==> config.mk <==
export PLATFORM = sky130hd
export DESIGN_NAME = hex_scan_scheduler
export DESIGN_NICKNAME = d
export VERILOG_FILES = /design/src/rtl/hex_scan_scheduler.sv
export SDC_FILE = /design/constraint.sdc
export NUM_CORES = 1
export LEC_CHECK = 0
export CAP_MARGIN = 20
export CORE_UTILIZATION = 50
export DETAILED_ROUTE_END_ITERATION = 7
export PLACE_DENSITY = 0.71
export SKIP_CTS_REPAIR_TIMING = 1
export SLEW_MARGIN = 5
export SYNTH_ARGS = -nofsm -noshare
export SYNTH_HDL_FRONTEND = slang
export SYNTH_SLANG_ARGS = --single-unit
==> constraint.sdc <==
create_clock -name Clock -period 3.5 [get_ports Clock]
set_input_delay 0.525 -clock Clock [delete_from_list [all_inputs] [get_ports Clock]]
set_output_delay 0.525 -clock Clock [all_outputs]
set_load 0.005 [all_outputs]
==> src/rtl/hex_scan_scheduler.sv <==
// Time-shared hex-to-seven-segment scan scheduler: one font decoder refreshes
// NUM_DIGITS registered segment slots in round-robin order, paced by a prescaler.
module hex_scan_scheduler #(
  parameter int unsigned NUM_DIGITS = 6,
  parameter int unsigned SCAN_DIV   = 4,
  parameter int unsigned DIV_W      = 16
) (
  input  logic                    Clock,
  input  logic                    Resetn,
  input  logic                    wr_valid,
  output logic                    wr_ready,
  input  logic [2:0]              wr_idx,
  input  logic [3:0]              wr_data,
  input  logic [NUM_DIGITS-1:0]   blank,
  input  logic                    scroll_step,
  output logic [7*NUM_DIGITS-1:0] seg_out,
  output logic                    frame_done
);

  localparam int unsigned IDX_W    = $clog2(NUM_DIGITS);
  localparam logic [6:0]  SEG_DARK = 7'h7F;

  logic [DIV_W-1:0]       div_cnt;
  logic [IDX_W-1:0]       scan_idx;
  logic [3:0]             digit     [NUM_DIGITS];
  logic [3:0]             digit_nxt [NUM_DIGITS];
  logic [7*NUM_DIGITS-1:0] seg_nxt_c;
  logic                   tc_c;
  logic                   scan_last_c;
  logic                   accept_c;

  // Active-low font, bit order {g,f,e,d,c,b,a}.
  function automatic logic [6:0] font(input logic [3:0] d);
    font = SEG_DARK;
    case (d)
      4'h0: font = 7'h40;
      4'h1: font = 7'h79;
      4'h2: font = 7'h24;
      4'h3: font = 7'h30;
      4'h4: font = 7'h19;
      4'h5: font = 7'h12;
      4'h6: font = 7'h02;
      4'h7: font = 7'h78;
      4'h8: font = 7'h00;
      4'h9: font = 7'h10;
      4'hA: font = 7'h08;
      4'hB: font = 7'h03;
      4'hC: font = 7'h46;
      4'hD: font = 7'h21;
      4'hE: font = 7'h06;
      4'hF: font = 7'h0E;
    endcase
  endfunction

  assign tc_c        = (div_cnt == DIV_W'(SCAN_DIV - 1));
  assign scan_last_c = (scan_idx == IDX_W'(NUM_DIGITS - 1));
  assign accept_c    = wr_valid && wr_ready;

  // Rotate first, then let an accepted write override its post-rotation slot.
  always_comb begin
    digit_nxt = digit;
    if (scroll_step) begin
      digit_nxt[0] = digit[NUM_DIGITS-1];
      for (int unsigned i = 1; i < NUM_DIGITS; i++) begin
        digit_nxt[i] = digit[i-1];
      end
    end
    if (accept_c) begin
      for (int unsigned i = 0; i < NUM_DIGITS; i++) begin
        if (wr_idx == 3'(i)) begin
          digit_nxt[i] = wr_data;
        end
      end
    end
  end

  // Only the slot under the scan pointer is refreshed, from pre-edge digits.
  always_comb begin
    seg_nxt_c = seg_out;
    for (int unsigned i = 0; i < NUM_DIGITS; i++) begin
      if (scan_idx == IDX_W'(i)) begin
        seg_nxt_c[7*i +: 7] = blank[i] ? SEG_DARK : font(digit[i]);
      end
    end
  end

  always_ff @(posedge Clock or negedge Resetn) begin
    if (!Resetn) begin
      div_cnt    <= '0;
      scan_idx   <= '0;
      digit      <= '{default: '0};
      seg_out    <= {NUM_DIGITS{SEG_DARK}};
      frame_done <= 1'b0;
      wr_ready   <= 1'b1;
    end else begin
      div_cnt    <= tc_c ? '0 : div_cnt + DIV_W'(1);
      digit      <= digit_nxt;
      frame_done <= tc_c && scan_last_c;
      wr_ready   <= !accept_c;
      if (tc_c) begin
        seg_out  <= seg_nxt_c;
        scan_idx <= scan_last_c ? '0 : scan_idx + IDX_W'(1);
      end
    end
  end

endmodule

==> results.toml, run 1 <==
[critical_path]
crit_path_end_kind = "register"
rr_startpoint = "div_cnt[0]"
r2r-end = "seg_out[16]"
path_cells = "ha_1 > nor4b_4 > and4_1 > and2_4 > mux2_4"
critPathLaunchType = "register"
cpPeakStageDelay_ps = 530
r2r_setup_slack_ps = 1360
worstPathRequired_ps = 3800
r2r_cells = 5
crit_arrival_ps = 2440
worstSetupPathType = "reg -> reg"
crit_slowest_cell = "and4_1"
cp_max_fo = 8

[finish]
register_area_sq_mm = 0.00223
fillers = 910
synthToLayoutAreaGrowth_pct = 15.0
diodes = 0
layout_commonest_cell = "a21oi_1"
final_nets = 670
final_cell_mix = "61 x a21oi_1, 59 x clkdlybuf4s50_1, 54 x o21ai_0"
multi_input_area_sq_mm = 0.00295
drive_gt1_frac = 0.166
final_cells = 750

[global_routing]
grt_max_degree = 88
track_usage = 0.219
antenna_found_initial = 0
grt_pass1_vias = 4198
grt_pass1_wl_microns = 20100
grt_overflow = 0

[synthesis]
async_flop_share = 1.00
netlist_area_sq_mm = 0.00549
yosys.area_share.simple = 0.140
synth_seq_cells = 87
yosysWarningCount = 0
synth_ff_type = "dfrtp_1"
synth-edff-count = 0
synth_area_per_cell_sq_um = 9.66
synthDistinctLibCells = 51
synth_fa_ha_area_frac = 0.100
synth_mux_area_frac = 0.0953
synth_nets = 629
synth_top_family_by_area = "compound AO/OA/AOI/OAI gates"
synth_cells = 568
synth_compound_area_frac = 0.179
ys_seq_area_frac = 0.406
synth_xor_area_frac = 0.0223

[detailed_routing]
wl_microns = 11500
drt_iter0_markers = 231
vias_per_cell = 5.62
avgRoutedWirePerCell_microns = 15.4
drc = 0
drtPass1Iterations = 5
route.vias.total = 4212
ant_nets = 0

[sta]
finClkSkew_ps = 9.55
setup_tns_ps = 0
hold_viol_final = 0
worst_slew_pin_slew_ps = 1020
setup_viol = 0
slew-limit-headroom = 0.312
maxSlewViolCount = 0
fmax_ghz = 0.467
post-route-min-period_ps = 2140
finalCritPeriodShare = 0.612
rsz0062_at_grt = "false"

[clock_network]
cts_max_path_buffers = 2
h-tree-depth = 3
cts_tree = "done"
cts_buffers = 9
clk_pin_slew_ps = 90
cts_sinks = 87
clk_latency_ps = 370
root_buffer = "clkbuf_8"

[outcome]
outcome = "complete, no violations"

[pwr]
power.density_mw_per_mm2 = 677
irDropWorstVdd_uv = 410
p_leak_uw = 0.00270

[floorplan]
fp.dieW_microns = 107
num_rows = 37
io_pins = 61
die-area_sq_mm = 0.0114
core_area_sq_mm = 0.0105
die_y_microns = 107
start_util = 0.525

[run]
drv_cap = 0

[placed_design]
hpwlAfterDp_microns = 8180
io_buffers = 60
dp_cells = 732
place_congestion = 0.834

[min_path]
min_path_type = "in -> async"
metal layers:
| metal | track usage | wire length, microns |
|---|---|---|
| met4 | 0.0636 | 183 |
| met3 | 0.0456 | 380 |
| met1 | 0.280 | 5290 |
| met2 | 0.374 | 5660 |
| met5 | 0 | 0 |
flip-flops by register name, indices dropped and copies added, names as in the netlist:
| name | cells |
|---|---|
| digit | 24 |
| scan_idx | 3 |
| seg_out | 42 |
| wr_ready | 1 |
| frame_done | 1 |
| div_cnt | 16 |
power by group:
group	switching, uW	leakage (uW)	total, uW	internal, uW
sequential	488	0.00103	1910	1420
combinational	723	0.00157	1640	917
clock	386	0.0000968	725	338
Yosys cell counts (3+ instances only):
master / count / area, sq um
nand2_1: 53 / 199
a21oi_1: 61 / 305
nor2_1: 28 / 105
o21ai_1: 3 / 15.0
nand2b_1: 6 / 37.5
and2_4: 4 / 35.0
inv_1: 33 / 124
clkbuf_1: 21 / 78.8
ha_1: 44 / 551
xnor2_1: 8 / 70.1
buf_2: 3 / 15.0
a211oi_1: 17 / 128
o221ai_1: 4 / 35.0
a311oi_1: 12 / 105
mux2i_1: 29 / 290
o211ai_1: 6 / 45.0
o21ai_0: 54 / 270
nand4_1: 5 / 31.3
or2_2: 8 / 50.1
nor3_1: 11 / 55.1
xor2_1: 6 / 52.6
nand3_1: 8 / 40.0
o311a_1: 4 / 40.0
mux2_4: 5 / 75.1
dfrtp_1: 44 / 1100
dfstp_2: 43 / 1130
buf_6: 6 / 67.6
mux2_2: 10 / 113
critical path: cells and delay by family, from the launching register on:
| kind | cells | cell delay [ps] |
|---|---|---|
| DFF | 1 | 370 |
| adders and majority gates | 1 | 270 |
| muxes | 1 | 310 |
| and+or+nand+nor | 3 | 1130 |
logic make-up after synthesis:
kind of cell,after synthesis
AO/OA/AOI/OAI,166
AND/OR/NAND/NOR,144
flip-flops,87
buffers and inverters,67
multiplexers,46
adder cells (fa/ha/maj),44
XOR/XNOR,14
final cells by class:
type                    instances  share of cell area
clock buffers                   9              0.0196
repair buffers                 64               0.101
inverters                      33              0.0196
well taps                     136              0.0269
flip-flops and latches         87               0.353
multi-input cells             414               0.467
clock inverters                 7              0.0127
worst max-delay path by stage:
stage | startpoint | to | cells past startpoint
2_1_floorplan | div_cnt[0] | seg_out[23] | 7
3_3_place_gp | wr_valid | digit[14] | 4
3_5_place_dp | wr_valid | digit[13] | 4
4_1_cts | div_cnt[0] | seg_out[30] | 5
5_1_grt | div_cnt[0] | scan_idx[1] | 5
6_report | div_cnt[0] | seg_out[16] | 5
stage by stage:
step | area (sq um) | hold WS [ps] | setup slack [ps] | power [uW] | utilization
4_1_cts | 6290 | 388 | 1350 | 4300 | 0.601
5_1_grt | 6310 | 162 | 1200 | 4640 | 0.604
3_5_place_dp | 6090 | 450 | 1040 | 3560 | 0.582
3_3_place_gp | 6090 | 446 | 1120 | 3500 | 0.582
6_report | 6310 | 140 | 1360 | 4280 | 0.604
2_1_floorplan | 5490 | 229 | 1730 | 2870 | -
Power figures use the tool's default switching activity.
==> run 2: changes to the inputs <==
Settings changed: PLACE_DENSITY 0.71 to 0.74.
Clock period 3.5 ns to 1.9 ns, I/O delays scaled along.
==> run 2 against run 1 <==
  * Total power up 93%
  * Critical path type unchanged
  * Worst setup slack worse by 1300 ps
  * Global-route usage up 0.55 points
  * Critical endpoint unchanged
  * Wire length up 5.9%
  * Sequential share of layout area down 1.5 points
  * Count of clock-buffer cells in the layout up 1
==> results.toml, run 2 (synthesis gave the netlist of run 1 again) <==
[outcome]
outcome = "complete, no violations"

[run]
drv_cap = 0

[finish]
top_regs = "seg_out (42), digit (24), div_cnt (16)"
register_area_sq_mm = 0.00223
final_nets = 699
stdcell_area_sq_mm = 0.00659
largest_reg_flops = 42
diodes = 0
final_cell_mix = "61 x a21oi_1, 59 x clkdlybuf4s50_1, 54 x o21ai_0"
registers.top_by_ff_count = "seg_out"
synthToLayoutAreaGrowth_pct = 20.1
multi_input_area_sq_mm = 0.00295
layout_commonest_cell = "a21oi_1"
fillers = 894
drive_gt1_frac = 0.201

[detailed_routing]
wl_microns = 12200
vias_per_cell = 5.56
drc = 0
drt_iter0_markers = 225
drtPass1Iterations = 5
avgRoutedWirePerCell_microns = 15.7
ant_nets = 0
route.vias.total = 4335

[pwr]
pwr-share-clk = 0.189
p_seq_frac = 0.412
irDropWorstVdd_uv = 677
p_int_uw = 5310
comb_power_share = 0.400
power_switching_uw = 2950
power.density_mw_per_mm2 = 1250
p_sw_frac = 0.357
p_leak_uw = 0.00288

[critical_path]
cp_max_fo = 8
r2r_setup_slack_ps = 70
critPathLaunchType = "register"
r2r-end = "seg_out[16]"
crit_arrival_ps = 2110
worstSetupPathType = "reg -> reg"
worstPathRequired_ps = 2180
r2r_cells = 5
rr_startpoint = "div_cnt[5]"
crit_path_end_kind = "register"

[floorplan]
fp.dieW_microns = 107
num_rows = 37
die_y_microns = 107
core_area_sq_mm = 0.0105
start_util = 0.525
die-area_sq_mm = 0.0114
io_pins = 61

[clock_network]
cts_tree = "done"
cts_buffers = 9
clk_pin_slew_ps = 90
h-tree-depth = 3
root_buffer = "clkbuf_8"
clk_latency_ps = 360
cts_sinks = 87
cts_max_path_buffers = 2

[sta]
worst_slew_pin_slew_ps = 537
post-route-min-period_ps = 1830
maxSlewViolCount = 0
setup_viol = 0
rsz0062_at_grt = "false"
setup_tns_ps = 0
fmax_ghz = 0.546
slew-limit-headroom = 0.642
finalCritPeriodShare = 0.964
hold_viol_final = 0
finClkSkew_ps = 11.4

[global_routing]
antenna_found_initial = 0
grt_pass1_vias = 4259
grt_overflow = 0
grt_pass1_wl_microns = 20300
track_usage = 0.225
grt_max_degree = 41

[placed_design]
io_buffers = 60
place_congestion = 0.918
hpwlAfterDp_microns = 8990
placed_cell_area_sq_mm = 0.00632

[min_path]
min_path_type = "in -> async"
==> run 2: cell types whose count changed in the layout (fill, tap and decap cells not counted), sizes merged <==
cell and delta:
dlygate4sd3 +1, buf +29, clkinv +2, bufinv +2
inv -3, clkinvlp -2
==> run 2: critical path, cell delays in order, from the launching register on <==
cell and delay (ps):
dfrtp_1 460, nor4b_4 360, and4_1 250, buf_4 190, and2_4 200, mux2_4 300
==> run 2: metal layers <==
layer  vias up  wire length, microns  global-route usage  share of wire
met5         -                     0                   0              0
met2        79                  6000               0.389           0.49
li1       2159                     -                   -              -
met1      2077                  5570               0.284           0.46
met3        20                   385              0.0298          0.032
met4         0                   241              0.0881          0.020
==> run 2: power groups by stage <==
stage | clock (uW) | sequential (uW) | combinational, uW
after floorplan | 0 | 3090 | 2200
after global placement | 0 | 3390 | 3200
after detailed placement | 0 | 3420 | 3300
after CTS | 1590 | 3390 | 3320
after global routing | 1680 | 3510 | 3700
final | 1560 | 3400 | 3300
==> run 2: through the flow <==
stage | setup WS [ps] | hold slack (ps) | util | std cells | power [uW]
2_1_floorplan | 133 | -10.6 | - | 568 | 5290
3_3_place_gp | 99.8 | 268 | 0.604 | 760 | 6590
3_5_place_dp | 70.3 | 269 | 0.604 | 760 | 6720
4_1_cts | 34.6 | -119 | 0.628 | 776 | 8300
5_1_grt | 8.04 | 444 | 0.630 | 779 | 8890
6_report | 69.2 | 421 | 0.630 | 779 | 8260
==> run 2: how the worst max path moves through the flow <==
stage                              to  slack [ps]  depth (start not counted)        from
after floorplan           seg_out[23]         130                          7  div_cnt[0]
after global placement     seg_out[9]         100                          6  div_cnt[0]
after detailed placement   seg_out[9]          70                          6  div_cnt[0]
after CTS                  seg_out[9]          30                          6  div_cnt[0]
after global routing      seg_out[23]           8                          6  div_cnt[1]
final                     seg_out[16]          70                          5  div_cnt[5]
==> run 2: layout make-up <==
cell class,instances,area share
clock buffer,10,0.0209
timing repair buffer,93,0.132
tap,136,0.0258
multi-input combinational,414,0.447
sequential,87,0.338
clock inverter,6,0.0163
inverter,33,0.0188
